### src/rtl/pim_inst_sequencer.sv
// pim_inst_sequencer: decodes PIM/normal instruction words into PRE/WORK macro control sequences.
// Optional illegal-instruction trap enabled by defining PIM_ILLEGAL_TRAP_EN.
module pim_inst_sequencer #(
  parameter int INST_W       = 32,
  parameter int ROW_AW       = 8,
  parameter int WORK_TIMEOUT = 15
) (
  input  logic              clk,
  input  logic              rst,
  input  logic              inst_valid_i,
  output logic              inst_ready_o,
  input  logic [INST_W-1:0] inst_i,
  input  logic              mem_done_i,
  output logic              cd_o,
  output logic              nwr_o,
  output logic              nrd_o,
  output logic [3:0]        mode_o,
  output logic [3:0]        opcode_o,
  output logic [1:0]        width_o,
  output logic [ROW_AW-1:0] row_a_o,
  output logic [ROW_AW-1:0] row_b_o,
  output logic [5:0]        imm_o,
  output logic              busy_o,
  output logic              timeout_o,
  output logic              err_o
);
  typedef enum logic [1:0] {IDLE, PRE, WORK} state_e;
  localparam logic [1:0] CLS_NOP = 2'b00, CLS_NRD = 2'b01, CLS_PIM = 2'b11;
  localparam logic [3:0] MODE_NR = 4'd0, MODE_NW = 4'd1, MODE_PW = 4'd3, MODE_NP = 4'd7, MODE_PP = 4'd8;
  localparam int CNT_W = $clog2(WORK_TIMEOUT + 1);
  state_e           r_state;
  logic [1:0]       r_cls, r_am;
  logic [CNT_W-1:0] r_cnt;
  logic             r_ready, r_cd, r_nwr, r_nrd, r_busy, r_timeout;
  logic [3:0]       r_mode, r_op;
  logic [1:0]       r_width;
  logic [ROW_AW-1:0] r_row_a, r_row_b;
  logic [5:0]       r_imm;
  logic [1:0]       w_cls, w_am;
  logic [3:0]       w_op;
  logic             w_hs, w_trap, w_end;
  assign w_cls = inst_i[31:30];
  assign w_op  = inst_i[29:26];
  assign w_am  = inst_i[25:24];
  assign w_hs  = inst_valid_i & r_ready;
  assign w_end = mem_done_i | (r_cnt == CNT_W'(WORK_TIMEOUT - 1));
`ifdef PIM_ILLEGAL_TRAP_EN
  localparam logic [3:0] ALU_ADI = 4'b1001, ALU_SADI = 4'b1011, ALU_M_ADI = 4'b1101;
  logic r_err;
  // immediate forms only make sense with the RSS addressing mode
  assign w_trap = (w_cls == CLS_PIM) &&
                  ((w_op == 4'b0000) || ((w_op == ALU_ADI || w_op == ALU_SADI || w_op == ALU_M_ADI) && w_am != 2'b00));
  assign err_o  = r_err;
`else
  assign w_trap = 1'b0;
  assign err_o  = 1'b0;
`endif
  always_ff @(posedge clk or posedge rst) begin
    if (rst) begin
      r_state   <= IDLE;
      r_cls     <= CLS_NOP;
      r_am      <= 2'b00;
      r_cnt     <= '0;
      r_ready   <= 1'b1;
      r_cd      <= 1'b0;
      r_nwr     <= 1'b1;
      r_nrd     <= 1'b1;
      r_mode    <= MODE_NP;
      r_op      <= '0;
      r_width   <= '0;
      r_row_a   <= '0;
      r_row_b   <= '0;
      r_imm     <= '0;
      r_busy    <= 1'b0;
      r_timeout <= 1'b0;
`ifdef PIM_ILLEGAL_TRAP_EN
      r_err     <= 1'b0;
`endif
    end else begin
      r_timeout <= 1'b0;
      case (r_state)
        IDLE: begin
          if (w_hs && w_trap) begin
`ifdef PIM_ILLEGAL_TRAP_EN
            r_err <= 1'b1;
`endif
          end else if (w_hs && w_cls != CLS_NOP) begin
            r_state <= PRE;
            r_cls   <= w_cls;
            r_am    <= w_am;
            r_op    <= w_op;
            r_width <= inst_i[23:22];
            r_row_a <= inst_i[21:14];
            r_row_b <= inst_i[13:6];
            r_imm   <= inst_i[5:0];
            r_ready <= 1'b0;
            r_busy  <= 1'b1;
            r_cd    <= w_cls == CLS_PIM;
            r_mode  <= w_cls == CLS_PIM ? MODE_PP + {2'b00, w_am} : MODE_NP;
          end
        end
        PRE: begin
          r_state <= WORK;
          r_cnt   <= '0;
          r_nwr   <= r_cls == CLS_NRD;
          r_nrd   <= r_cls != CLS_NRD;
          r_mode  <= r_cls == CLS_PIM ? MODE_PW + {2'b00, r_am} : r_cls == CLS_NRD ? MODE_NR : MODE_NW;
        end
        WORK: begin
          if (w_end) begin
            r_state   <= IDLE;
            r_timeout <= ~mem_done_i;
            r_ready   <= 1'b1;
            r_busy    <= 1'b0;
            r_cd      <= 1'b0;
            r_nwr     <= 1'b1;
            r_nrd     <= 1'b1;
            r_mode    <= MODE_NP;
          end else begin
            r_cnt <= r_cnt + 1'b1;
          end
        end
        default: r_state <= IDLE;
      endcase
    end
  end
  assign inst_ready_o = r_ready;
  assign cd_o         = r_cd;
  assign nwr_o        = r_nwr;
  assign nrd_o        = r_nrd;
  assign mode_o       = r_mode;
  assign opcode_o     = r_op;
  assign width_o      = r_width;
  assign row_a_o      = r_row_a;
  assign row_b_o      = r_row_b;
  assign imm_o        = r_imm;
  assign busy_o       = r_busy;
  assign timeout_o    = r_timeout;
endmodule

### config.mk
export PLATFORM = sky130hd
export DESIGN_NAME = pim_inst_sequencer
export DESIGN_NICKNAME = d
export VERILOG_FILES = /design/src/rtl/pim_inst_sequencer.sv
export SDC_FILE = /design/constraint.sdc
export NUM_CORES = 1
export LEC_CHECK = 0
export CAP_MARGIN = 15
export CORE_MARGIN = 8
export CORE_UTILIZATION = 25
export DETAILED_ROUTE_END_ITERATION = 16
export REMOVE_ABC_BUFFERS = 1
export SETUP_SLACK_MARGIN = 0.4
export SYNTH_ARGS = -nofsm -noshare
export SYNTH_HDL_FRONTEND = slang
export SYNTH_SLANG_ARGS = --single-unit
### constraint.sdc
create_clock -name clk -period 2.1 [get_ports clk]
set_input_delay 0.42 -clock clk [delete_from_list [all_inputs] [get_ports clk]]
set_output_delay 0.42 -clock clk [all_outputs]
set_load 0.02 [all_outputs]
# After elaboration in Yosys (flattened, before gate mapping)
# Index checks and enable logic that the tools add are counted.
# Widths: inputs -> output; s select.
[totals]
in_bits = 36
wordCells = 67
reg_bits = 48
out_inout_bits = 39
[classes]
n_addsub = 3
reduce_logical = 12
bitwise_logic = 3
mux = 23
n_eq_ne = 10
[ops]
columns = ["operator", "n"]
rows = [
  ["$mux 4", 4],
  ["$pmux 4 s3", 1],
  ["$pmux 1 s2", 5],
  ["$mux 1", 8],
  ["$pmux 4 s2", 1],
  ["$reduce_and 2->1", 4],
  ["$eq 2x2->1 const B", 3],
  ["$ne 2x2->1 const B", 3],
  ["$pmux 2 s3", 1],
  ["$reduce_and 3->1", 2],
  ["$reduce_bool 2->1", 3],
  ["$add 4x1->4 const B", 1],
  ["$add 4x2->4 const A", 1],
  ["$eq 2x1->1 const B", 2],
  ["$eq 4x4->1 const B", 1],
  ["$mux 2", 2],
  ["$add 2x2->3 const A", 1],
  ["$mux 3", 1],
  ["$reduce_bool 3->1", 1],
  ["$logic_not 2->1", 1],
  ["$ne 2x1->1 const B", 1],
  ["$and 1x1->1", 1],
  ["$logic_and 1x1->1", 1],
  ["$not 1->1", 1],
  ["$or 1x1->1", 1],
]

# Logic depth before layout (Yosys ltp)
# Gate-level depths: netlist of the first run.
[depth]
depth_word = 4
ltp_mapped = 6
ltp_nobuf = 5

# Least setup slack after synthesis of the first run
# OpenSTA, ideal clock, no wires.
[synth_timing]
path_kind = "register to register"
from = "register r_state[0]"
to = "register r_mode[1], in the netlist mode_o[1]"
period_less_slack_ns = 1.710
arrival_ns = 1.628
setup_slack_ns = 0.390
n_path_buf = 1
stages_incl_launch_ff = 7
setup_time_ns = 0.082
required_time_ns = 2.018
path_cell_list = "dfrtp_1 inv_1 ha_1 nor2b_1 buf_2 a221oi_4 mux2_2"
[synth_between]
elab_chain_cells = 3
word_cells_on_any_way = 8
cone_classes = "eq/ne: 4; mux: 1; reduce/logical: 3"
[synth_lines]
columns = ["element", "line_no", "source"]
rows = [
  ["from (decl)", "31", "state_e r_state;"],
  ["from (signal assigned)", "60", "r_state <= IDLE;"],
  ["from (signal assigned)", "88", "r_state <= PRE;"],
  ["from (signal assigned)", "103", "r_state <= WORK;"],
  ["$eq 2x2->1, or another cell as far along", "81", "case (r_state)"],
  ["$ne 2x2->1 (no line) / $reduce_bool 3->1 (equally long branches)", "n/a", ""],
  ["$reduce_and 3->1 (no line)", "n/a", ""],
  ["to (signal assigned)", "99", "r_mode <= w_cls == CLS_PIM ? MODE_PP + {2'b00, w_am} : MODE_NP;"],
  ["to (signal assigned)", "107", "r_mode <= r_cls == CLS_PIM ? MODE_PW + {2'b00, r_am} : r_cls == CLS_NRD ? MODE_NR : MODE_NW;"],
  ["to (decl)", "35", "logic [3:0] r_mode, r_op;"],
]
# Parallel ways exist; a longest one is shown, timed or not.
# A chain may end at the register's enable or synchronous reset.

# Worst setup path after layout of the first run
[layout_timing]
from = "register r_state[1]"
to = "register r_mode[0], in the netlist mode_o[0]"
# The elaborated chain is that of the path after synthesis.

==> results of run 1 <==
-- layout make-up --
type / count / area share [%]
sequential: 48 / 37.1
multi-input combinational: 90 / 27.3
timing repair buffer: 88 / 26.9
tap: 108 / 4.15
clock buffer: 7 / 2.34
inverter: 11 / 1.27
clock inverter: 1 / 0.922
-- worst max-delay path by stage --
| stage | startpoint | endpoint | slack (ns) | depth (start not counted) |
|---|---|---|---|---|
| 3_5_place_dp | inst_i[31] | mode_o[2] | 0.09 | 4 |
| 4_1_cts | r_state[0] | inst_ready_o | 0.38 | 6 |
| 2_1_floorplan | r_state[0] | inst_ready_o | 0.21 | 5 |
| 5_1_grt | r_state[1] | inst_ready_o | 0.37 | 6 |
| 3_3_place_gp | inst_i[31] | mode_o[1] | 0.12 | 4 |
| 6_report | r_state[1] | mode_o[0] | 0.44 | 5 |
-- power breakdown --
part	switching, W	leakage [nW]	total, W	internal (W)
sequential	0.000251	0.575	0.00165	0.00140
combinational	0.00121	0.911	0.00250	0.00129
clock	0.000307	0.0524	0.000664	0.000357
-- tightest hold or removal path, cell delays in order --
cell,delay (ns)
sky130_fd_sc_hd__clkdlybuf4s50_1,0.42
sky130_fd_sc_hd__inv_2,0.06
sky130_fd_sc_hd__buf_4,0.30
-- cells by family after synthesis --
family	Yosys count	synth area share (%)
simple gates	21	5.24
mux	37	19.3
flops	48	56.3
other cells	1	0.175
buf+inv	16	4.08
compound gates	24	10.9
fa+ha+maj	7	4.08
-- metrics by stage --
step	hold slack, ns	worst slack, ns
2_1_floorplan	0.459	0.209
3_3_place_gp	0.486	0.122
3_5_place_dp	0.493	0.0870
4_1_cts	0.496	0.381
5_1_grt	0.526	0.366
6_report	0.497	0.436
-- per-layer routing --
layer	share of wire, %	global-route usage [%]	vias up
met5	0	0	-
li1	-	-	728
met3	8.4	4.08	7
met1	40	10.6	798
met4	1.1	3.23	0
met2	50	15.5	47
-- registers in the layout (all words and copies together) (netlist names) --
name          cells
imm_o             6
row_a_o           8
row_b_o           8
busy_o            1
nwr_o             1
r_cls             2
timeout_o         1
opcode_o          4
width_o           2
r_cnt             4
r_am              2
nrd_o             1
mode_o            4
r_state           2
cd_o              1
inst_ready_o      1
-- layout by cell type (no fill, tap or decap), drive strengths merged, types with 3 or more instances in the layout --
master         instances
dfrtp                 42
clkdlybuf4s50         35
mux2                  35
dlygate4sd2           23
buf                   15
dlymetal6s2s          14
inv                   11
ha                     7
clkbuf                 7
dfstp                  6
nor2                   4
nand2                  4
nor2b                  3
nand3                  3
o211ai                 3
-- repair_timing --
| action | 4_1_cts | 5_1_grt |
|---|---|---|
| gates resized for setup | 26 | 21 |
| setup endpoints to repair | 44 | 39 |
| setup buffers | 1 | 4 |
| pin swaps | 1 | 1 |
==> reports/qor.yml, run 1 <==
outcome: "complete, no violations"
number_of_fillers_in_the_final_layout: 867
multi_input_area_um2: 890
finalWorstPathRequiredPeriod_ns: 1.66
critPathMaxStageDelay_ns: 0.42
grt_antenna_before_repair: 0
timing.critical_path.buf_inv: 2
area.growth.synth_to_final_pct: 51.5
post_synthesis_async_set_or_reset_flop_share_pct: 100
gpl_congestion: 0.722
row_count: 34
viasPerCell: 4.48
grt_remaining_overflow: 0
yosysTopAreaCellShare_pct: 48.9
postSynthRegisterBits: 48
dieArea_um2: 11800
drt_first_iter_violations: 20
detail-route-antenna-nets: 0
track_usage_pct: 9.39
synth_warnings: 0
max-cap-violations: 0
dp_cells: 340
timing.final.max_slew_violations: 0
tritoncts: "built"
timing.hold.worst.class: "in -> async"
synth_top_area_cell: "sky130_fd_sc_hd__dfrtp_1"
port_buffers: 73
power_density_nw_per_um2: 1480
p_total_w: 0.00481
synth_seq_area_share_pct: 56.3
chipHeight_um: 109
clock_insertion_delay_worst_skew_ns: 0.30
timing.critical_path.slowest_stage_cell: "sky130_fd_sc_hd__dfrtp_1"
nets: 287
cpLargestDelayFamily: "compound AO/OA/AOI/OAI gates"
worst_clock_skew_ns: 0.00732
io_pins: 75
route.final.wire_length_um: 5230
critical_path_peak_fanout: 6
grt_first_pass_wirelength_um: 8760
clock_sinks: 48
synth_common_cells: "sky130_fd_sc_hd__dfrtp_1, sky130_fd_sc_hd__mux2_2, sky130_fd_sc_hd__inv_1"
finish.cell_count_without_fillers: 353
start_kind: "register"
ys_types: 39
max_clock_freq_ghz: 0.601
path_cells: "inv_1 > ha_1 > inv_1 > o221a_2 > o32ai_1"
cts.clk_slew.worst_paths_ns: 0.09
largest_net_degree_at_the_start_of_global_routing: 25
timing.rr.start: "r_state[1]"
drc_errors: 0
cts-root-buf: "sky130_fd_sc_hd__clkbuf_8"
clockBufferDepth: 2
dp_hpwl_um: 3920
crit_path_frequent_cell: "sky130_fd_sc_hd__inv_1"
synth_most_common_cell: "sky130_fd_sc_hd__dfrtp_1"
regToRegEndpoint: "mode_o[0]"
initial_utilization_pct: 25.2
avg_inst_size_synth_um2: 14.0
die_width_um: 109
area.sequential_um2: 1210
dr_total_vias: 1580
synth_flop_cell: "sky130_fd_sc_hd__dfrtp_1"
synth_cells: 154
p_leak_nw: 1.54
synth.top_cells.by_area: "sky130_fd_sc_hd__dfrtp_1, sky130_fd_sc_hd__mux2_2, sky130_fd_sc_hd__dfstp_2"
dpl-instance-area_um2: 3070
hold_buffers: 0
drt-pass1-iter-count: 4
wl_per_cell_um: 14.8
reg2reg_depth: 5
antenna_cells_inserted: 0
regToRegSetupSlack_ns: 0.44
worst-endpoint-required_ns: 2.30
post_route_cells_drive_above_1_share_pct: 29.4
design.core.area_um2: 8510
finalCoreUtilization_pct: 38.3
crit_path_dat_ns: 1.87
irDropWorstVdd_v: 0.000470
tritoncts.num_buffers: 5
first_global_vias: 1750
final_min_period_over_clock_period_pct: 79.2
final_cell_area_um2: 3260
hold_viol: 0
setup_viol_count_final: 0
setup.worst_path.end_class: "register"
setup.worst_path.class: "reg -> reg"
number_of_enable_flip_flop_cells_after_synthesis: 0
synth_area_um2: 2150
unrepaired_setup_endpoints_after_global_routing: "yes"
cts_htree_levels: 2
tns_ns: 0
No activity file was read; power rests on OpenSTA's default activity.
==> inputs of run 2 (changes only) <==
- clock period: 2.1 -> 1.5 ns (I/O delays scaled with it)
==> reports/qor.yml, run 2 (same netlist as run 1, synthesis figures left out) <==
grt_remaining_overflow: 0  # unchanged
antenna_cells_inserted: 0  # unchanged
first_global_vias: 1853  # +5.9%
max-cap-violations: 0  # unchanged
clock_sinks: 48  # unchanged
chipHeight_um: 109  # unchanged
drc_errors: 0  # unchanged
worst_clock_skew_ns: 0.00790  # +0.000586 ns
row_count: 34  # unchanged
hold_viol: 0  # unchanged
multi_input_area_um2: 962  # +8.2%
setup_viol_count_final: 20  # +20
start_kind: "register"
dieArea_um2: 11800  # unchanged
area.sequential_um2: 1210  # unchanged
design.core.area_um2: 8510  # unchanged
postLayoutSetupSlackWorst_ns: -0.0930  # -0.529 ns
number_of_fillers_in_the_final_layout: 846  # -2.4%
setup.worst_path.end_class: "register"
clockBufferDepth: 2  # unchanged
worst-endpoint-required_ns: 1.73  # -0.57 ns
unrepaired_setup_endpoints_after_global_routing: "yes"
cts.clk_slew.worst_paths_ns: 0.09  # about the same
cts_htree_levels: 2  # unchanged
finish.cell_count_without_fillers: 377  # +6.8%
power_density_nw_per_um2: 2140  # +45%
final_cell_mix: "sky130_fd_sc_hd__buf_6, sky130_fd_sc_hd__dfrtp_1, sky130_fd_sc_hd__clkdlybuf4s50_1"
irDropWorstVdd_v: 0.000768  # +63%
route.final.wire_length_um: 5600  # +6.9%
port_buffers: 73  # unchanged
io_pins: 75  # unchanged
nets: 311  # +8.4%
worstSetupStartpoint: "r_state[1]"
drt_first_iter_violations: 18  # -10%
max_clock_freq_ghz: 0.628  # +4.4%
grt_first_pass_wirelength_um: 9450  # +7.9%
setup.worst_path.class: "reg -> reg"
critical_path_peak_fanout: 5  # -1
initial_utilization_pct: 25.2  # unchanged
crit_path_dat_ns: 1.83  # -0.04 ns
holdWs_ns: 0.276  # -0.221 ns
dp_hpwl_um: 4090  # +4.2%
detail-route-antenna-nets: 0  # unchanged
grt_antenna_before_repair: 0  # unchanged
final_min_period_over_clock_period_pct: 106  # +27 points
area.growth.synth_to_final_pct: 67.3
post_route_cells_drive_above_1_share_pct: 53.5  # +24 points
cts-root-buf: "sky130_fd_sc_hd__clkbuf_8"
track_usage_pct: 10.0  # +0.65 points
outcome: "complete, but fails checks"
timing.final.max_slew_violations: 0  # unchanged
mostFrequentLayoutCell: "sky130_fd_sc_hd__buf_6"
tritoncts: "built"
tritoncts.num_buffers: 5  # unchanged
p_leak_nw: 1.59  # +3.5%
wl_per_cell_um: 14.8  # +0.13%
timing.hold.worst.class: "in -> async"
violations_in_the_final_reports: "negative setup slack"
dr_total_vias: 1650  # +4.4%
finalWorstPathRequiredPeriod_ns: 1.59  # -0.0708 ns
dp_cells: 356  # +4.7%
timing.rr.start: "r_state[1]"
die_width_um: 109  # unchanged
gpl_congestion: 0.771  # +6.7%
largest_net_degree_at_the_start_of_global_routing: 26  # +4.0%
drt-pass1-iter-count: 4  # unchanged
clock_insertion_delay_worst_skew_ns: 0.30  # about the same
viasPerCell: 4.38  # -2.2%
-- run 2: cell count changes in the layout (fill, tap and decap cells not counted), moves of 2 or more --
cell | before | now
sky130_fd_sc_hd__buf_6 | 0 | 45
sky130_fd_sc_hd__dlygate4sd2_1 | 23 | 2
sky130_fd_sc_hd__buf_4 | 13 | 27
sky130_fd_sc_hd__dlymetal6s2s_1 | 14 | 0
sky130_fd_sc_hd__buf_12 | 2 | 4
sky130_fd_sc_hd__clkdlybuf4s50_1 | 35 | 33
sky130_fd_sc_hd__ha_1 | 5 | 3
sky130_fd_sc_hd__o21ai_0 | 2 | 0
sky130_fd_sc_hd__o21ai_1 | 0 | 2
-- run 2: worst paths after layout --
check / end / slack, ns / cells past startpoint
min in group clk: r_am[1] / 0.51 / 1
setup / recovery: mode_o[1] / -0.09 / 5
setup reg to reg: mode_o[1] / -0.09 / 5
hold reg to reg: r_am[1] / 0.51 / 1
hold / removal: mode_o[3] / 0.28 / 2
max in group asynchronous: r_state[0] / 0.77 / 3
-- run 2: routing by layer --
metal / share of wire, % / vias to the layer above / global-route usage, %
met5: 0 / - / 0
met4: 1.0 / 0 / 2.64
met3: 8.3 / 5 / 4.31
met2: 48 / 53 / 16.6
met1: 43 / 815 / 11.7
li1: - / 777 / -
-- run 2: report_power, final --
| group | leakage [nW] | internal [W] | switching (W) |
|---|---|---|---|
| Sequential | 0.575 | 0.00197 | 0.000459 |
| Clock | 0.0422 | 0.000328 | 0.000426 |
| Combinational | 0.975 | 0.00263 | 0.00188 |
-- run 2: layout make-up --
| cell class | instances | share of cell area, % |
|---|---|---|
| clock buffer | 7 | 2.12 |
| clock inverter | 1 | 0.139 |
| inverter | 11 | 1.15 |
| multi-input combinational | 90 | 26.8 |
| sequential | 48 | 33.6 |
| tap | 108 | 3.76 |
| timing repair buffer | 112 | 32.4 |
-- run 2: per-stage QoR --
| stage | setup slack (ns) | TNS, ns | utilization (%) | cell area (um2) | total power (W) |
|---|---|---|---|---|---|
| detailed placement | -0.382 | -11.76 | 37.6 | 3200 | 0.00616 |
| CTS | -0.0854 | -0.800 | 41.8 | 3560 | 0.00771 |
| global route | -0.145 | -2.48 | 42.2 | 3590 | 0.00821 |
| global placement | -0.361 | -11.52 | 37.6 | 3200 | 0.00611 |
| finish | -0.0930 | -0.570 | 42.2 | 3590 | 0.00769 |
| floorplan | -0.391 | -12.72 | - | 2100 | 0.00435 |
-- run 2: critical path, stage by stage, from the launching register on --
cell and delay [ns]:
sky130_fd_sc_hd__dfrtp_1 0.43, sky130_fd_sc_hd__ha_4 0.17, sky130_fd_sc_hd__nor2b_4 0.12, sky130_fd_sc_hd__buf_6 0.13, sky130_fd_sc_hd__a221oi_4 0.35, sky130_fd_sc_hd__mux2_4 0.33
-- run 2: timing repair --
action                     CTS  global route
cloned                       1             0
hold buffers                 0             0
setup endpoints to repair   86            86
pin swaps                    6             7
resized for setup          261             4
setup buffers               10             2
==> inputs of run 3 (changes only) <==
- CORE_MARGIN: 8 -> 4
==> reports/qor.yml, run 3 (same netlist as run 1, synthesis figures left out) <==
outcome: "complete, but fails checks"
violations_in_the_final_reports: "negative setup slack"
gpl_congestion: 0.795  # +3.1%
final_cell_mix: "sky130_fd_sc_hd__buf_6, sky130_fd_sc_hd__dfrtp_1, sky130_fd_sc_hd__clkdlybuf4s50_1"
finalWorstPathRequiredPeriod_ns: 1.59  # +0.00132 ns
drc_errors: 0  # unchanged
final_min_period_over_clock_period_pct: 106  # about the same
io_pins: 75  # unchanged
finish.cell_count_without_fillers: 371  # -1.6%
timing.final.max_slew_violations: 0  # unchanged
cts.clk_slew.worst_paths_ns: 0.09  # about the same
tritoncts: "built"
first_global_vias: 1825  # -1.5%
worst_clock_skew_ns: 0.00883  # +0.000925 ns
dp_hpwl_um: 3760  # -8.0%
clock_insertion_delay_worst_skew_ns: 0.30  # about the same
p_leak_nw: 1.68  # +5.6%
irDropWorstVdd_v: 0.000814  # +6.0%
mostFrequentLayoutCell: "sky130_fd_sc_hd__buf_6"
cts_htree_levels: 2  # unchanged
route.final.wire_length_um: 5310  # -5.2%
die_width_um: 101  # -7.4%
hold_buffers: 0  # unchanged
crit_path_dat_ns: 1.82  # about the same
initial_utilization_pct: 25.9  # +0.64 points
start_kind: "register"
switching_share_pct: 35.2  # -0.69 points
max-cap-violations: 0  # unchanged
dr_total_vias: 1642  # -0.48%
timing.hold.worst.class: "in -> async"
detail-route-antenna-nets: 0  # unchanged
port_buffers: 73  # unchanged
clock_sinks: 48  # unchanged
drt_first_iter_violations: 35  # +17
nets: 308  # -0.96%
postLayoutSetupSlackWorst_ns: -0.0943  # -0.00132 ns
row_count: 33  # -2.9%
setup.worst_path.class: "reg -> reg"
track_usage_pct: 11.0  # +0.98 points
tritoncts.num_buffers: 5  # unchanged
design.core.area_um2: 8300  # -2.5%
switching_power_w: 0.00278  # +0.66%
wl_per_cell_um: 14.3  # -3.6%
post_route_cells_drive_above_1_share_pct: 54.1  # +0.60 points
unrepaired_setup_endpoints_after_global_routing: "yes"
p_int_w: 0.00511  # +3.8%
grt_antenna_before_repair: 0  # unchanged
clockBufferDepth: 2  # unchanged
dp_cells: 349  # -2.0%
chipHeight_um: 101  # -7.4%
drt-pass1-iter-count: 3  # -1
viasPerCell: 4.43  # +1.1%
cts-root-buf: "sky130_fd_sc_hd__clkbuf_8"
largest_net_degree_at_the_start_of_global_routing: 27  # +3.8%
tns_ns: -0.318  # +0.251 ns
hold_viol: 0  # unchanged
setup_viol_count_final: 16  # -20%
antenna_cells_inserted: 0  # unchanged
finalCoreUtilization_pct: 44.1  # +1.8 points
placement.setup.worst_slack_ns: -0.423  # -0.0407 ns
share_comb_of_total_power_pct: 58.4  # -0.2 points
dieArea_um2: 10100  # -14%
worst-endpoint-required_ns: 1.73  # about the same
power_density_nw_per_um2: 2160  # +0.85%
critical_path_peak_fanout: 4  # -1
max_clock_freq_ghz: 0.627  # about the same
setup.worst_path.end_class: "register"
area.growth.synth_to_final_pct: 70.2
grt_first_pass_wirelength_um: 8810  # -6.8%
grt_remaining_overflow: 0  # unchanged
power_frac_seq_pct: 30.8  # -0.8 points
clock_power_share_pct: 10.8  # +1.0 points
==> run 3: metrics by stage <==
stage | total power, W | cell area, um2 | hold WS (ns)
global placement | 0.00601 | 3170 | 0.483
finish | 0.00790 | 3660 | 0.337
global route | 0.00844 | 3660 | 0.345
CTS | 0.00780 | 3550 | 0.331
floorplan | 0.00435 | 2100 | 0.451
detailed placement | 0.00607 | 3170 | 0.492
==> run 3: power by group through the flow <==
stage	Clock, W	Sequential (W)	Combinational, W
3_5_place_dp	0	0.00235	0.00372
2_1_floorplan	0	0.00293	0.00142
6_report	0.000853	0.00243	0.00461
5_1_grt	0.000954	0.00253	0.00496
4_1_cts	0.000899	0.00245	0.00445
3_3_place_gp	0	0.00231	0.00370
==> run 3: routing by layer <==
metal / track usage [%] / part of all wire [%] / vias up
li1: - / - / 774
met1: 13.1 / 41 / 817
met2: 18.1 / 50 / 45
met3: 4.98 / 8.0 / 6
met4: 2.80 / 1.0 / 0
met5: 0 / 0 / -
==> run 3: what timing repair did <==
action | CTS | global route
setup endpoints to repair | 86 | 86
buffers inserted | 8 | 6
resized for setup | 270 | 14
pin swaps | 11 | 10
==> run 3: cell type report <==
cell class | instances | area, um2
clock buffers | 8 | 100
fillers | 783 | 4640
inverters | 11 | 41.3
multi-input cells | 90 | 1040
flip-flops and latches | 48 | 1210
well taps | 105 | 131
repair buffers | 109 | 1130
==> run 3: worst paths after layout <==
check / to / from / cells past startpoint / slack, ns
max in group asynchronous: mode_o[2] / rst / 3 / 0.80
worst min-delay path: row_b_o[3] / rst / 3 / 0.34
worst min register to register: r_am[1] / r_am[1] / 1 / 0.52
worst max register to register: mode_o[2] / r_state[0] / 6 / -0.09
worst max-delay path: mode_o[2] / r_state[0] / 6 / -0.09
min in group clk: r_am[1] / r_am[1] / 1 / 0.52
==> run 3: critical path, cell delays in order (launching register included) <==
cell,delay [ns]
sky130_fd_sc_hd__dfrtp_1,0.37
sky130_fd_sc_hd__inv_2,0.08
sky130_fd_sc_hd__ha_4,0.17
sky130_fd_sc_hd__nor2b_4,0.12
sky130_fd_sc_hd__buf_6,0.13
sky130_fd_sc_hd__a221oi_4,0.32
sky130_fd_sc_hd__mux2_4,0.33
